--- config.mk ---
export PLATFORM = sky130hd
export DESIGN_NAME = i2c_slave
export DESIGN_NICKNAME = d
export VERILOG_FILES = /design/src/rtl/i2c_slave.sv
export SDC_FILE = /design/constraint.sdc
export NUM_CORES = 1
export LEC_CHECK = 0
export ABC_AREA = 1
export CORE_UTILIZATION = 59
export DETAILED_ROUTE_END_ITERATION = 8
export PLACE_DENSITY = 0.95
export SYNTH_ARGS = -nofsm -noshare
export SYNTH_HDL_FRONTEND = slang
export SYNTH_SLANG_ARGS = --single-unit
--- constraint.sdc ---
create_clock -name clk -period 4.2 [get_ports clk]
set_clock_uncertainty 0.05 [all_clocks]
set_input_delay 0.84 -clock clk [delete_from_list [all_inputs] [get_ports clk]]
set_output_delay 0.84 -clock clk [all_outputs]
set_load 0.02 [all_outputs]
--- src/rtl/i2c_slave.sv ---
// rtl/i2c_slave.sv - single-address I2C target with strobe-based byte interface
module i2c_slave #(
    parameter logic [6:0] SLAVE_ADDR = 7'h50
) (
    input  logic       clk,
    input  logic       rst,
    input  logic       sclk,
    input  logic       sda_in,
    output logic       sda_out,
    input  logic [7:0] data_in,
    output logic       tx_req,
    output logic [7:0] data_out,
    output logic       data_valid,
    output logic [2:0] state
);

    typedef enum logic [2:0] {
        S_IDLE     = 3'd0,
        S_ADDR     = 3'd1,
        S_ACK_ADDR = 3'd2,
        S_RX       = 3'd3,
        S_TX       = 3'd4,
        S_ACK_RX   = 3'd5,
        S_ACK_TX   = 3'd6,
        S_IGNORE   = 3'd7
    } state_t;

    state_t     r_state, w_state;
    logic       r_scl_s1, r_scl_s2, r_scl_d;
    logic       r_sda_s1, r_sda_s2, r_sda_d;
    logic [7:0] r_shift, w_shift;
    logic [7:0] r_tx_shift, w_tx_shift;
    logic [2:0] r_cnt, w_cnt;
    logic       r_sda_out, w_sda_out;
    logic [7:0] r_data_out, w_data_out;
    logic       r_dv, w_dv;
    logic       r_tx_req, w_tx_req;
    logic       r_rw, w_rw;
    logic       r_phase, w_phase;

    logic w_scl_rise, w_scl_fall, w_start, w_stop;

    assign w_scl_rise = r_scl_s2 & ~r_scl_d;
    assign w_scl_fall = ~r_scl_s2 & r_scl_d;
    assign w_start    = r_scl_s2 & r_scl_d & ~r_sda_s2 & r_sda_d;
    assign w_stop     = r_scl_s2 & r_scl_d & r_sda_s2 & ~r_sda_d;

    assign sda_out    = r_sda_out;
    assign data_out   = r_data_out;
    assign data_valid = r_dv;
    assign tx_req     = r_tx_req;
    assign state      = r_state;

    // Synchronizers reset to the idle-bus level so reset release sees no edges.
    always_ff @(posedge clk or negedge rst) begin
        if (!rst) begin
            r_scl_s1 <= 1'b1;
            r_scl_s2 <= 1'b1;
            r_scl_d  <= 1'b1;
            r_sda_s1 <= 1'b1;
            r_sda_s2 <= 1'b1;
            r_sda_d  <= 1'b1;
        end else begin
            r_scl_s1 <= sclk;
            r_scl_s2 <= r_scl_s1;
            r_scl_d  <= r_scl_s2;
            r_sda_s1 <= sda_in;
            r_sda_s2 <= r_sda_s1;
            r_sda_d  <= r_sda_s2;
        end
    end

    always_ff @(posedge clk or negedge rst) begin
        if (!rst) begin
            r_state    <= S_IDLE;
            r_shift    <= 8'h00;
            r_tx_shift <= 8'h00;
            r_cnt      <= 3'd0;
            r_sda_out  <= 1'b1;
            r_data_out <= 8'h00;
            r_dv       <= 1'b0;
            r_tx_req   <= 1'b0;
            r_rw       <= 1'b0;
            r_phase    <= 1'b0;
        end else begin
            r_state    <= w_state;
            r_shift    <= w_shift;
            r_tx_shift <= w_tx_shift;
            r_cnt      <= w_cnt;
            r_sda_out  <= w_sda_out;
            r_data_out <= w_data_out;
            r_dv       <= w_dv;
            r_tx_req   <= w_tx_req;
            r_rw       <= w_rw;
            r_phase    <= w_phase;
        end
    end

    // r_phase marks the second half of an ACK slot (line already driven / ACK seen).
    always_comb begin
        w_state    = r_state;
        w_shift    = r_shift;
        w_tx_shift = r_tx_shift;
        w_cnt      = r_cnt;
        w_sda_out  = r_sda_out;
        w_data_out = r_data_out;
        w_dv       = 1'b0;
        w_tx_req   = 1'b0;
        w_rw       = r_rw;
        w_phase    = r_phase;
        if (w_start) begin
            w_state   = S_ADDR;
            w_sda_out = 1'b1;
            w_cnt     = 3'd0;
            w_shift   = 8'h00;
            w_phase   = 1'b0;
        end else if (w_stop) begin
            w_state   = S_IDLE;
            w_sda_out = 1'b1;
            w_cnt     = 3'd0;
            w_phase   = 1'b0;
        end else begin
            case (r_state)
                S_ADDR: begin
                    if (w_scl_rise) begin
                        w_shift = {r_shift[6:0], r_sda_s2};
                        w_cnt   = r_cnt + 3'd1;
                        if (r_cnt == 3'd7) begin
                            w_rw    = r_sda_s2;
                            w_phase = 1'b0;
                            w_state = (r_shift[6:0] == SLAVE_ADDR) ? S_ACK_ADDR : S_IGNORE;
                        end
                    end
                end
                S_ACK_ADDR: begin
                    if (w_scl_fall) begin
                        if (!r_phase) begin
                            w_sda_out = 1'b0;
                            w_phase   = 1'b1;
                        end else begin
                            w_phase = 1'b0;
                            if (r_rw) begin
                                w_tx_req   = 1'b1;
                                w_tx_shift = data_in;
                                w_sda_out  = data_in[7];
                                w_state    = S_TX;
                            end else begin
                                w_sda_out = 1'b1;
                                w_state   = S_RX;
                            end
                        end
                    end
                end
                S_RX: begin
                    if (w_scl_rise) begin
                        w_shift = {r_shift[6:0], r_sda_s2};
                        w_cnt   = r_cnt + 3'd1;
                        if (r_cnt == 3'd7) begin
                            w_data_out = {r_shift[6:0], r_sda_s2};
                            w_dv       = 1'b1;
                            w_phase    = 1'b0;
                            w_state    = S_ACK_RX;
                        end
                    end
                end
                S_ACK_RX: begin
                    if (w_scl_fall) begin
                        if (!r_phase) begin
                            w_sda_out = 1'b0;
                            w_phase   = 1'b1;
                        end else begin
                            w_sda_out = 1'b1;
                            w_phase   = 1'b0;
                            w_state   = S_RX;
                        end
                    end
                end
                S_TX: begin
                    if (w_scl_fall) begin
                        if (r_cnt == 3'd7) begin
                            w_sda_out = 1'b1;
                            w_cnt     = 3'd0;
                            w_phase   = 1'b0;
                            w_state   = S_ACK_TX;
                        end else begin
                            w_tx_shift = {r_tx_shift[6:0], 1'b0};
                            w_sda_out  = r_tx_shift[6];
                            w_cnt      = r_cnt + 3'd1;
                        end
                    end
                end
                S_ACK_TX: begin
                    if (w_scl_rise) begin
                        if (r_sda_s2) begin
                            w_state = S_IGNORE;
                        end else begin
                            w_phase = 1'b1;
                        end
                    end else if (w_scl_fall && r_phase) begin
                        w_phase    = 1'b0;
                        w_tx_req   = 1'b1;
                        w_tx_shift = data_in;
                        w_sda_out  = data_in[7];
                        w_state    = S_TX;
                    end
                end
                default: begin
                end
            endcase
        end
    end

endmodule

== Word-level counts from Yosys, hierarchy flattened ==
Index checks and enable logic that the tools add are counted.
W data, S select, Z words.

* Flip-flop bits (word level): 39
* Input port bits: 12
* Logic and storage cells: 153
* Output and inout port bits: 14

* Bitwise gates (word level): 13
* Reduce and logical (&&, ||, !) cells: 18
* Multiplexer cells: 72
* Eq/ne operators: 33
* Add/subtract/negate cells: 1

{| class="wikitable"
|+ Operator list
! operator !! count
|-
| $mux W7 || 11
|-
| $mux W3 || 22
|-
| $ne A4 B4 Y1 const B || 12
|-
| $mux W1 || 33
|-
| $pmux W7 S3 || 1
|-
| $pmux W3 S6 || 1
|-
| $ne A2 B2 Y1 const B || 8
|-
| $ne A5 B5 Y1 const B || 3
|-
| $reduce_and A13 Y1 || 1
|-
| $eq A3 B3 Y1 const B || 4
|-
| $reduce_and A6 Y1 || 2
|-
| $reduce_bool A6 Y1 || 2
|-
| $reduce_and A10 Y1 || 1
|-
| $reduce_and A5 Y1 || 2
|-
| $ne A4 B1 Y1 const B || 2
|-
| $pmux W1 S4 || 2
|-
| $reduce_bool A8 Y1 || 1
|-
| $and A1 B1 Y1 || 7
|-
| $eq A7 B7 Y1 const B || 1
|-
| $eq A3 B2 Y1 const B || 2
|-
| $not A1 Y1 || 6
|-
| $pmux W3 S2 || 1
|-
| $reduce_and A3 Y1 || 2
|-
| $reduce_bool A2 Y1 || 2
|-
| 7 further kinds || 8
|}

== Logic depth before layout (Yosys ltp) ==
Gate-level depths: netlist of the first run.

* Depth after elaboration: 8
* Mapped depth: 12
* Depth with buffers taken out: 11

== Worst setup path after synthesis of the first run ==
No wires, ideal clock.

* Path type: reg2reg
* Start: register r_sda_s2
* End: register r_state[2] (netlist: state[2])
* Buffers on the path: 1
* Data required time: 4.032 ns
* Library setup time: 0.118 ns
* Stages on the path, launching flop included: 13
* Data arrival time: 1.504 ns
* Slack: 2.528 ns
* Period minus slack after synthesis: 1.672 ns
* Cell sequence: dfstp_2 -> buf_2 -> inv_1 -> nor2_1 -> nand2_1 -> nand2_4 -> nor2_2 -> nand2_1 -> inv_1 -> nor2_1 -> nand2_1 -> nand2_1 -> nand2_1

* Cells in the longest elaborated chain, start to end: 5
* Elaborated cells between the ends (all ways): 21
* Those cells by class: 12 x eq/ne; 2 x mux; 5 x bitwise; 2 x reduce/logical

{| class="wikitable"
|+ Ends and longest elaborated chain
! item !! line !! text
|-
| start: declaration || 30 || <nowiki>logic r_sda_s1, r_sda_s2, r_sda_d;</nowiki>
|-
| start signal: assignment || 68 || <nowiki>r_sda_s2 <= r_sda_s1;</nowiki>
|-
| $not A1 Y1 || 45 || <nowiki>assign w_start = r_scl_s2 & r_scl_d & ~r_sda_s2 & r_sda_d;</nowiki>
|-
| $and A1 B1 Y1 (2 in series) || 45 ||
|-
| $ne A5 B5 Y1 (no line) (tied with other cells) || - ||
|-
| $reduce_and A13 Y1 (no line) || - ||
|-
| end signal: assignment || 86 || <nowiki>r_state <= w_state;</nowiki>
|-
| end: declaration || 28 || <nowiki>state_t r_state, w_state;</nowiki>
|}

Parallel ways exist; a longest one is shown, timed or not.
A chain may end at the register's enable or synchronous reset.

== Worst setup path in the final report of the first run ==
* Start: register r_state[2] (netlist: state[2])
* End: output port state[2]

{| class="wikitable"
|+ RTL lines
! item !! line !! text
|-
| end: declaration || 14 || <nowiki>output logic [2:0] state</nowiki>
|}

No word-level cell between the ends.

==> metrics.txt, run 1 <==
maximum cell stage delay along the critical path=0.66 ns; number of hold-repair buffers added at the cts stage=0; cell type with the highest aggregate area in the netlist=dfrtp_1; layout cell share with drive strength beyond 1=0.0797; total design power=1440 uW; final setup violating endpoints=0; Final min period=2.40 ns; routed wire length=4040 um; Setup TNS=0 ns; type of element capturing the critical path=primary output; total of max-cap violations=0; wire length per cell=11.7 um; IO Port Bufs=25; Max transition margin=0.454; gr usage total=0.254; overall overflow remaining after global route=0; status=complete, no violations; count of mapped cells out of synthesis=274; most numerous cell in the Yosys netlist=nand2_1; Max Slew Vio Count=0; kind of start point of the critical path=flop; largest buffer count on any clock path=2; PwrDens=613 nW/um^2; class of the most critical setup path=flop to primary output; part of the Yosys area used for sequential elements=0.482; GPL Wtd Cong=0.908; Critical path buffers and inverters=1; height of the chip=60.9 um; number of placed I/O pins=26; proportion of netlist area held by the largest area contributor=0.392; async set-reset flop share out of synthesis=1.00; row count=21; TritonCTS Buffers=5; Worst EP required=3.31 ns; Critical Path, Cell by Cell=clkdlybuf4s50_1; syn_nets=288; Routed Antenna Nets=0; final-layout fill cell count=295; cell types with the highest counts after synthesis=nand2_1, inv_1, dfrtp_1; fin crit share=0.572; synthesis-stage register bit count=39; vias in the first global route=1692; worst-skew pair later-pin latency=0.34 ns; DRC violations left=0; floorplan die width=60.9 um; Peak supply drop=0.000347 V; core region area=3340 sq um; Mean Syn Cell Area=7.46 sq um; largest net degree at the start of global routing=40; largest delay contributor family on the critical path=buffers and inverters; number of buffers added for setup after CTS=0; top post-synthesis cells by area=dfrtp_1, nand2_1, dfstp_2; root buffer cell=clkbuf_4; Pre-antenna DRT Iters=4; number of violations reported at the end of detailed-routing iteration 0=116; H-tree levels=2; overall via count from detail_route=1798; count of nets after finishing=314; antenna diode instance count=0; floorplan die area=3700 sq um; arrival time of the worst setup path=1.51 ns; Yosys Warn Count=0; CP max-delay cell=clkdlybuf4s50_1; Post-Syn Area=2040 sq um; clock tree sinks=39; first-pass GRT wire length=6730 um; peak clock frequency supported by timing=416 MHz; post-synthesis cell type count=23; CTS tree=yes; layout-stage area growth over the synthesis result=15.1%; number of synthesized flops with an enable pin=0; HPWL after DPL=3010 um; critical-path maximum fanout=7; final-report hold violation count=0; top_reg_cell synth=dfrtp_1; clock-pin slew on the worst setup and hold paths=0.11 ns; initial antenna violation count=0; Hold/Removal Path Class=flop to flop; RSZ-0062 raised after global routing=no; post-DR vias/cell=5.18; Initial Util=0.613; worst-margin pin slew=0.820 ns; cts repair resizes=0; leakage power figure=0.00120 uW
-- worst register-to-register path, stage by stage (launching register included) --
cell,delay (ns)
dfstp_2,0.60
nand2_1,0.08
inv_1,0.09
nand2_2,0.15
nand2_4,0.15
nor2_2,0.05
nand2_1,0.07
inv_1,0.04
nor2_1,0.23
nand2_1,0.14
nand2_1,0.08
nand2_1,0.05
-- worst paths after layout --
kind                                            from                      end  slack, ns  depth (start not counted)
worst min register to register    r_scl_s1$_DFF_PN1_       r_scl_s2$_DFF_PN1_       0.31                          0
worst max-delay path            state[2]$_DFFE_PN0P_                 state[2]       1.80                          1
min in group asynchronous                        rst         tx_req$_DFF_PN0_       0.53                          1
worst max register to register    r_scl_s2$_DFF_PN1_     state[2]$_DFFE_PN0P_       2.33                         11
worst min-delay path              r_scl_s1$_DFF_PN1_       r_scl_s2$_DFF_PN1_       0.31                          0
max in group asynchronous                        rst  data_out[4]$_DFFE_PN0P_       3.05                          1
-- per-layer routing --
layer  global-route usage  part of all wire  vias to the layer above
met5                    0                 0                        -
met2                0.402              0.48                       53
met4                0.133             0.020                        0
met1                0.312              0.45                      810
met3               0.0832             0.051                        8
li1                     -                 -                      927
-- per-stage QoR --
step | hold slack, ns | worst slack [ns] | area, sq um | util | std cells
floorplan | 0.295 | 2.53 | 2040 | - | 274
global placement | 0.295 | 2.21 | 2300 | 0.690 | 339
detailed placement | 0.297 | 2.18 | 2300 | 0.690 | 339
CTS | 0.312 | 1.78 | 2350 | 0.705 | 347
global route | 0.316 | 1.71 | 2350 | 0.705 | 347
finish | 0.310 | 1.80 | 2350 | 0.705 | 347
-- state kept, by name, indices dropped and copies added (netlist names), 3 cells and up --
signal / flops
r_cnt: 3
r_shift: 7
state: 3
r_tx_shift: 7
data_out: 8
-- placed cells by master (no fill, tap or decap) --
cell type,instances
nand2_2,2
ha_1,2
dfrtp_1,32
nand2_4,1
nor2_2,4
and2_1,1
o21ai_1,3
nand3_1,31
buf_2,1
inv_2,2
clkbuf_1,2
clkdlybuf4s50_1,24
a21oi_1,9
o21ai_0,27
nand4_1,1
nand3_4,1
nor2_1,28
clkinv_2,1
clkbuf_4,5
inv_1,33
o21a_1,1
nor3_1,5
dfstp_2,7
nand2_1,78
-- power by group --
group | internal [uW] | switching (uW) | total [uW] | leakage (uW)
clock | 65.3 | 115 | 181 | 0.0000293
sequential | 482 | 76.9 | 559 | 0.000487
combinational | 251 | 451 | 702 | 0.000683
-- cell families (layout without fill, tap and decap cells) --
family	Yosys count	after routing	share of synthesized area
buffers and inverters	41	68	0.0857
AOI/OAI and AO/OA	40	40	0.0991
and+or+nand+nor	152	152	0.321
DFF	39	39	0.482
adders and majority gates	2	2	0.0122
-- cell type report --
type                    instances  area (sq um)  area share
inverters                      35           131      0.0558
repair buffers                 25           245       0.104
clock buffers                   7          45.0      0.0191
clock inverters                 1          5.00     0.00213
well taps                      46          57.6      0.0245
flip-flops and latches         39           985       0.418
multi-input cells             194           885       0.376
(Power assumes the default switching activity.)
==> run 2, diff against run 1 <==
--- a/config.mk
+++ b/config.mk
@@ -6,9 +6,9 @@
 export NUM_CORES = 1
 export LEC_CHECK = 0
 export ABC_AREA = 1
-export CORE_UTILIZATION = 59
+export CORE_UTILIZATION = 49
 export DETAILED_ROUTE_END_ITERATION = 8
-export PLACE_DENSITY = 0.95
+export PLACE_DENSITY = 0.87
 export SYNTH_ARGS = -nofsm -noshare
 export SYNTH_HDL_FRONTEND = slang
 export SYNTH_SLANG_ARGS = --single-unit
==> constraint.sdc (replaced) <==
create_clock -name clk -period 2.1 [get_ports clk]
set_clock_uncertainty 0.05 [all_clocks]
set_input_delay 0.42 -clock clk [delete_from_list [all_inputs] [get_ports clk]]
set_output_delay 0.42 -clock clk [all_outputs]
set_load 0.02 [all_outputs]
==> metrics.txt, run 2 (same netlist as run 1, synthesis figures left out) <==
final-layout fill cell count=381; CP max-delay cell=clkdlybuf4s50_1; total of max-cap violations=0; root buffer cell=clkbuf_8; Pre-antenna DRT Iters=4; layout-stage area growth over the synthesis result=18.2%; RSZ-0062 raised after global routing=no; worst setup slack after placement=0.221 ns; maximum cell stage delay along the critical path=0.66 ns; count of nets after finishing=316; Max Slew Vio Count=0; Worst EP required=1.63 ns; fin crit share=0.927; peak clock frequency supported by timing=514 MHz; largest buffer count on any clock path=2; worst-skew pair later-pin latency=0.30 ns; clock-pin slew on the worst setup and hold paths=0.08 ns; critical-path maximum fanout=7; largest delay contributor family on the critical path=buffers and inverters; HPWL after DPL=3040 um; routed wire length=4170 um; antenna diode instance count=0; Final min period=1.95 ns; row count=23; H-tree levels=2; Peak supply drop=0.000681 V; internal power=1720 uW; sequential share of power=0.360; floorplan die width=66.6 um; wire length per cell=11.8 um; fin worst setup slack=0.154 ns; final-report hold violation count=0; Critical path buffers and inverters=1; number of buffers added for setup after CTS=0; Max transition margin=0.688; PwrDens=1270 nW/um^2; R2R setup slack=0.17 ns; most common cell after layout, fill and taps aside=nand2_1; initial antenna violation count=0; commonest non-fill, non-tap cells in the layout=nand2_1, inv_1, dfrtp_1, nand3_1, nor2_1; gr usage total=0.219; number of placed I/O pins=26; leakage power figure=0.00122 uW; CTS tree=yes; IO Port Bufs=25; kind of start point of the critical path=flop; Setup TNS=0 ns; r2r worst-path depth=11; Critical Path, Cell by Cell=clkdlybuf4s50_1; Largest register FFs=8; class of the most critical setup path=flop to primary output; proportion of power drawn by the clock network=0.170; vias in the first global route=1665; number of violations reported at the end of detailed-routing iteration 0=133; relative contribution of combinational cells to total power=0.470; largest net degree at the start of global routing=40; overall via count from detail_route=1814; arrival time of the worst setup path=1.48 ns; number of hold-repair buffers added at the cts stage=0; final setup violating endpoints=0; DRC violations left=0; Routed Antenna Nets=0; switching share of power=0.440; worst r2r dst=state[0]$_DFFE_PN0P_; Hold/Removal Path Class=primary input to async pin; Initial Util=0.511; height of the chip=66.6 um; clock tree sinks=39; overall overflow remaining after global route=0; first-pass GRT wire length=7240 um; cts repair resizes=0; TritonCTS Buffers=5; post-DR vias/cell=5.14; GPL Wtd Cong=0.959; layout cell share with drive strength beyond 1=0.0924; core region area=4000 sq um; type of element capturing the critical path=primary output; status=complete, no violations; floorplan die area=4430 sq um; worst-margin pin slew=0.467 ns; Switching Power=1350 uW; beginning of the worst register-to-register path=r_scl_s2$_DFF_PN1_
[run 2: worst max path at each step]
stage,start,end,slack [ns],depth (start not counted)
finish,state[2]$_DFFE_PN0P_,state[2],0.15,1
global route,r_scl_s2$_DFF_PN1_,state[2]$_DFFE_PN0P_,0.02,11
floorplan,r_sda_s2$_DFF_PN1_,state[2]$_DFFE_PN0P_,0.43,12
CTS,state[2]$_DFFE_PN0P_,state[2],0.15,1
global placement,r_scl_s2$_DFF_PN1_,state[0]$_DFFE_PN0P_,0.22,11
detailed placement,r_scl_s2$_DFF_PN1_,state[0]$_DFFE_PN0P_,0.22,11
[run 2: layout make-up]
cell class              count  area (sq um)  share of cell area
flip-flops and latches     39           985               0.408
clock inverters             3          23.8             0.00984
multi-input cells         194           885               0.366
well taps                  50          62.6              0.0259
repair buffers             27           260               0.108
clock buffers               5          68.8              0.0285
inverters                  35           131              0.0544
[run 2: layer usage]
metal	up-vias	share of wire	global-route usage
met5	-	0	0
met4	0	0.012	0.0638
met3	5	0.065	0.0685
met2	65	0.47	0.352
met1	819	0.45	0.280
li1	925	-	-
[run 2: per-stage QoR]
stage	hold WS, ns	total power (uW)	instances	instance area, sq um	utilization
global route	0.148	3350	353	2420	0.604
CTS	0.119	3080	353	2420	0.604
floorplan	0.0744	2200	274	2040	-
global placement	0.296	2500	345	2320	0.581
detailed placement	0.298	2540	345	2320	0.581
finish	0.105	3070	353	2420	0.604
[run 2: power by group through the flow]
stage / Combinational [uW] / Sequential [uW] / Clock [uW]
after floorplan: 1060 / 1140 / 0
after global placement: 1400 / 1110 / 0
after detailed placement: 1430 / 1110 / 0
after CTS: 1440 / 1100 / 537
after global routing: 1660 / 1130 / 561
final: 1440 / 1100 / 522
==> run 3, diff against run 2 <==
--- a/config.mk
+++ b/config.mk
@@ -6,7 +6,9 @@
 export NUM_CORES = 1
 export LEC_CHECK = 0
 export ABC_AREA = 1
+export CORE_MARGIN = 2
 export CORE_UTILIZATION = 49
+export CTS_CLUSTER_SIZE = 10
 export DETAILED_ROUTE_END_ITERATION = 8
 export PLACE_DENSITY = 0.87
 export SYNTH_ARGS = -nofsm -noshare
==> metrics.txt, run 3 (same netlist as run 1, synthesis figures left out) <==
count of nets after finishing=316; row count=23; H-tree levels=2; fin crit share=0.925; layout-stage area growth over the synthesis result=20.5%; Post-Layout Inst Area=2460 sq um; status=complete, no violations; worst-skew pair later-pin latency=0.30 ns; Critical Path, Cell by Cell=buf_4 > clkdlybuf4s50_1; type of element capturing the critical path=primary output; class of the most critical setup path=flop to primary output; maximum cell stage delay along the critical path=0.60 ns; total of max-cap violations=0; largest net degree at the start of global routing=40; vias in the first global route=1721; placed cell areas=2320 sq um; kind of start point of the critical path=flop; Hold/Removal Path Class=primary input to async pin; RSZ-0062 raised after global routing=no; Routed Antenna Nets=0; Pre-antenna DRT Iters=4; worst hold slack across all endpoints=0.102 ns; gr usage total=0.206; TritonCTS Buffers=5; core region area=4000 sq um; overall overflow remaining after global route=0; floorplan die width=68.6 um; Worst EP required=1.63 ns; final-report hold violation count=0; Critical path buffers and inverters=2; largest buffer count on any clock path=2; floorplan die area=4710 sq um; HPWL after DPL=3080 um; peak clock frequency supported by timing=515 MHz; wire length per cell=11.9 um; fin worst setup slack=0.157 ns; layout cell share with drive strength beyond 1=0.0924; cts repair resizes=0; routed wire length=4210 um; Max Slew Vio Count=0; first-pass GRT wire length=7260 um; leakage power figure=0.00125 uW; total stage count of the critical path=2; most common cell after layout, fill and taps aside=nand2_1; final setup violating endpoints=0; clock tree sinks=39; CP max-delay cell=clkdlybuf4s50_1; root buffer cell=clkbuf_8; initial antenna violation count=0; number of violations reported at the end of detailed-routing iteration 0=132; worst-margin pin slew=0.475 ns; Final min period=1.94 ns; sequential share of power=0.335; PwrDens=1350 nW/um^2; post-DR vias/cell=5.19; proportion of power drawn by the clock network=0.230; GPL Wtd Cong=0.899; number of placed I/O pins=26; critical-path maximum fanout=6; r2r worst-path depth=11; Peak supply drop=0.000853 V; number of hold-repair buffers added at the cts stage=0; antenna diode instance count=0; CTS tree=yes; overall via count from detail_route=1831; worst setup slack after placement=0.238 ns; largest delay contributor family on the critical path=buffers and inverters; Switching Power=1350 uW; arrival time of the worst setup path=1.47 ns; DRC violations left=0; commonest non-fill, non-tap cells in the layout=nand2_1, inv_1, dfrtp_1, nand3_1, nor2_1; internal power=1960 uW; relative contribution of combinational cells to total power=0.435; switching share of power=0.408; Setup TNS=0 ns; clock-pin slew on the worst setup and hold paths=0.08 ns; height of the chip=68.6 um; number of buffers added for setup after CTS=0; Max transition margin=0.683; IO Port Bufs=25; Largest register FFs=8; Initial Util=0.511
## run 3: cell types whose count changed in the layout (fill, tap and decap cells not counted)
cell        delta
bufinv_16      +2
inv_8          +1
inv_6          -1
clkinvlp_4     -2
## run 3: metrics by stage
stage | std cells | util | total power (uW)
after global routing | 353 | 0.616 | 3590
after floorplan | 274 | - | 2200
after global placement | 345 | 0.581 | 2520
final | 353 | 0.616 | 3320
after CTS | 353 | 0.616 | 3330
after detailed placement | 345 | 0.581 | 2550
## run 3: area by class of cell
cell class                      instances  area [sq um]
Clock buffer                            5          68.8
Clock inverter                          3          71.3
Fill cell                             367          1540
Inverter                               35           131
Multi-Input combinational cell        194           885
Sequential cell                        39           985
Tap cell                               50          62.6
Timing Repair Buffer                   27           260
## run 3: power by group through the flow
stage / logic [uW] / registers (uW) / clock network [uW]
final: 1440 / 1110 / 764
after global routing: 1660 / 1140 / 793
after CTS: 1440 / 1110 / 777
after detailed placement: 1420 / 1120 / 0
after global placement: 1400 / 1110 / 0
after floorplan: 1060 / 1140 / 0
## run 3: per-layer routing
layer  part of all wire  global-route usage  vias up
met3              0.039              0.0390        7
li1                   -                   -      925
met4              0.015              0.0800        0
met1               0.47               0.265      847
met5                  0                   0        -
met2               0.48               0.343       52
## run 3: worst paths after layout
| path | startpoint | end | slack (ns) |
|---|---|---|---|
| hold reg to reg | r_scl_s1$_DFF_PN1_ | r_scl_s2$_DFF_PN1_ | 0.31 |
| min in group clk | r_scl_s1$_DFF_PN1_ | r_scl_s2$_DFF_PN1_ | 0.31 |
| setup reg to reg | r_scl_s2$_DFF_PN1_ | state[2]$_DFFE_PN0P_ | 0.21 |
| max in group asynchronous | rst | sda_out$_DFFE_PN1P_ | 1.53 |
| hold / removal | rst | data_out[2]$_DFFE_PN0P_ | 0.10 |
| setup / recovery | state[1]$_DFFE_PN0P_ | state[1] | 0.16 |
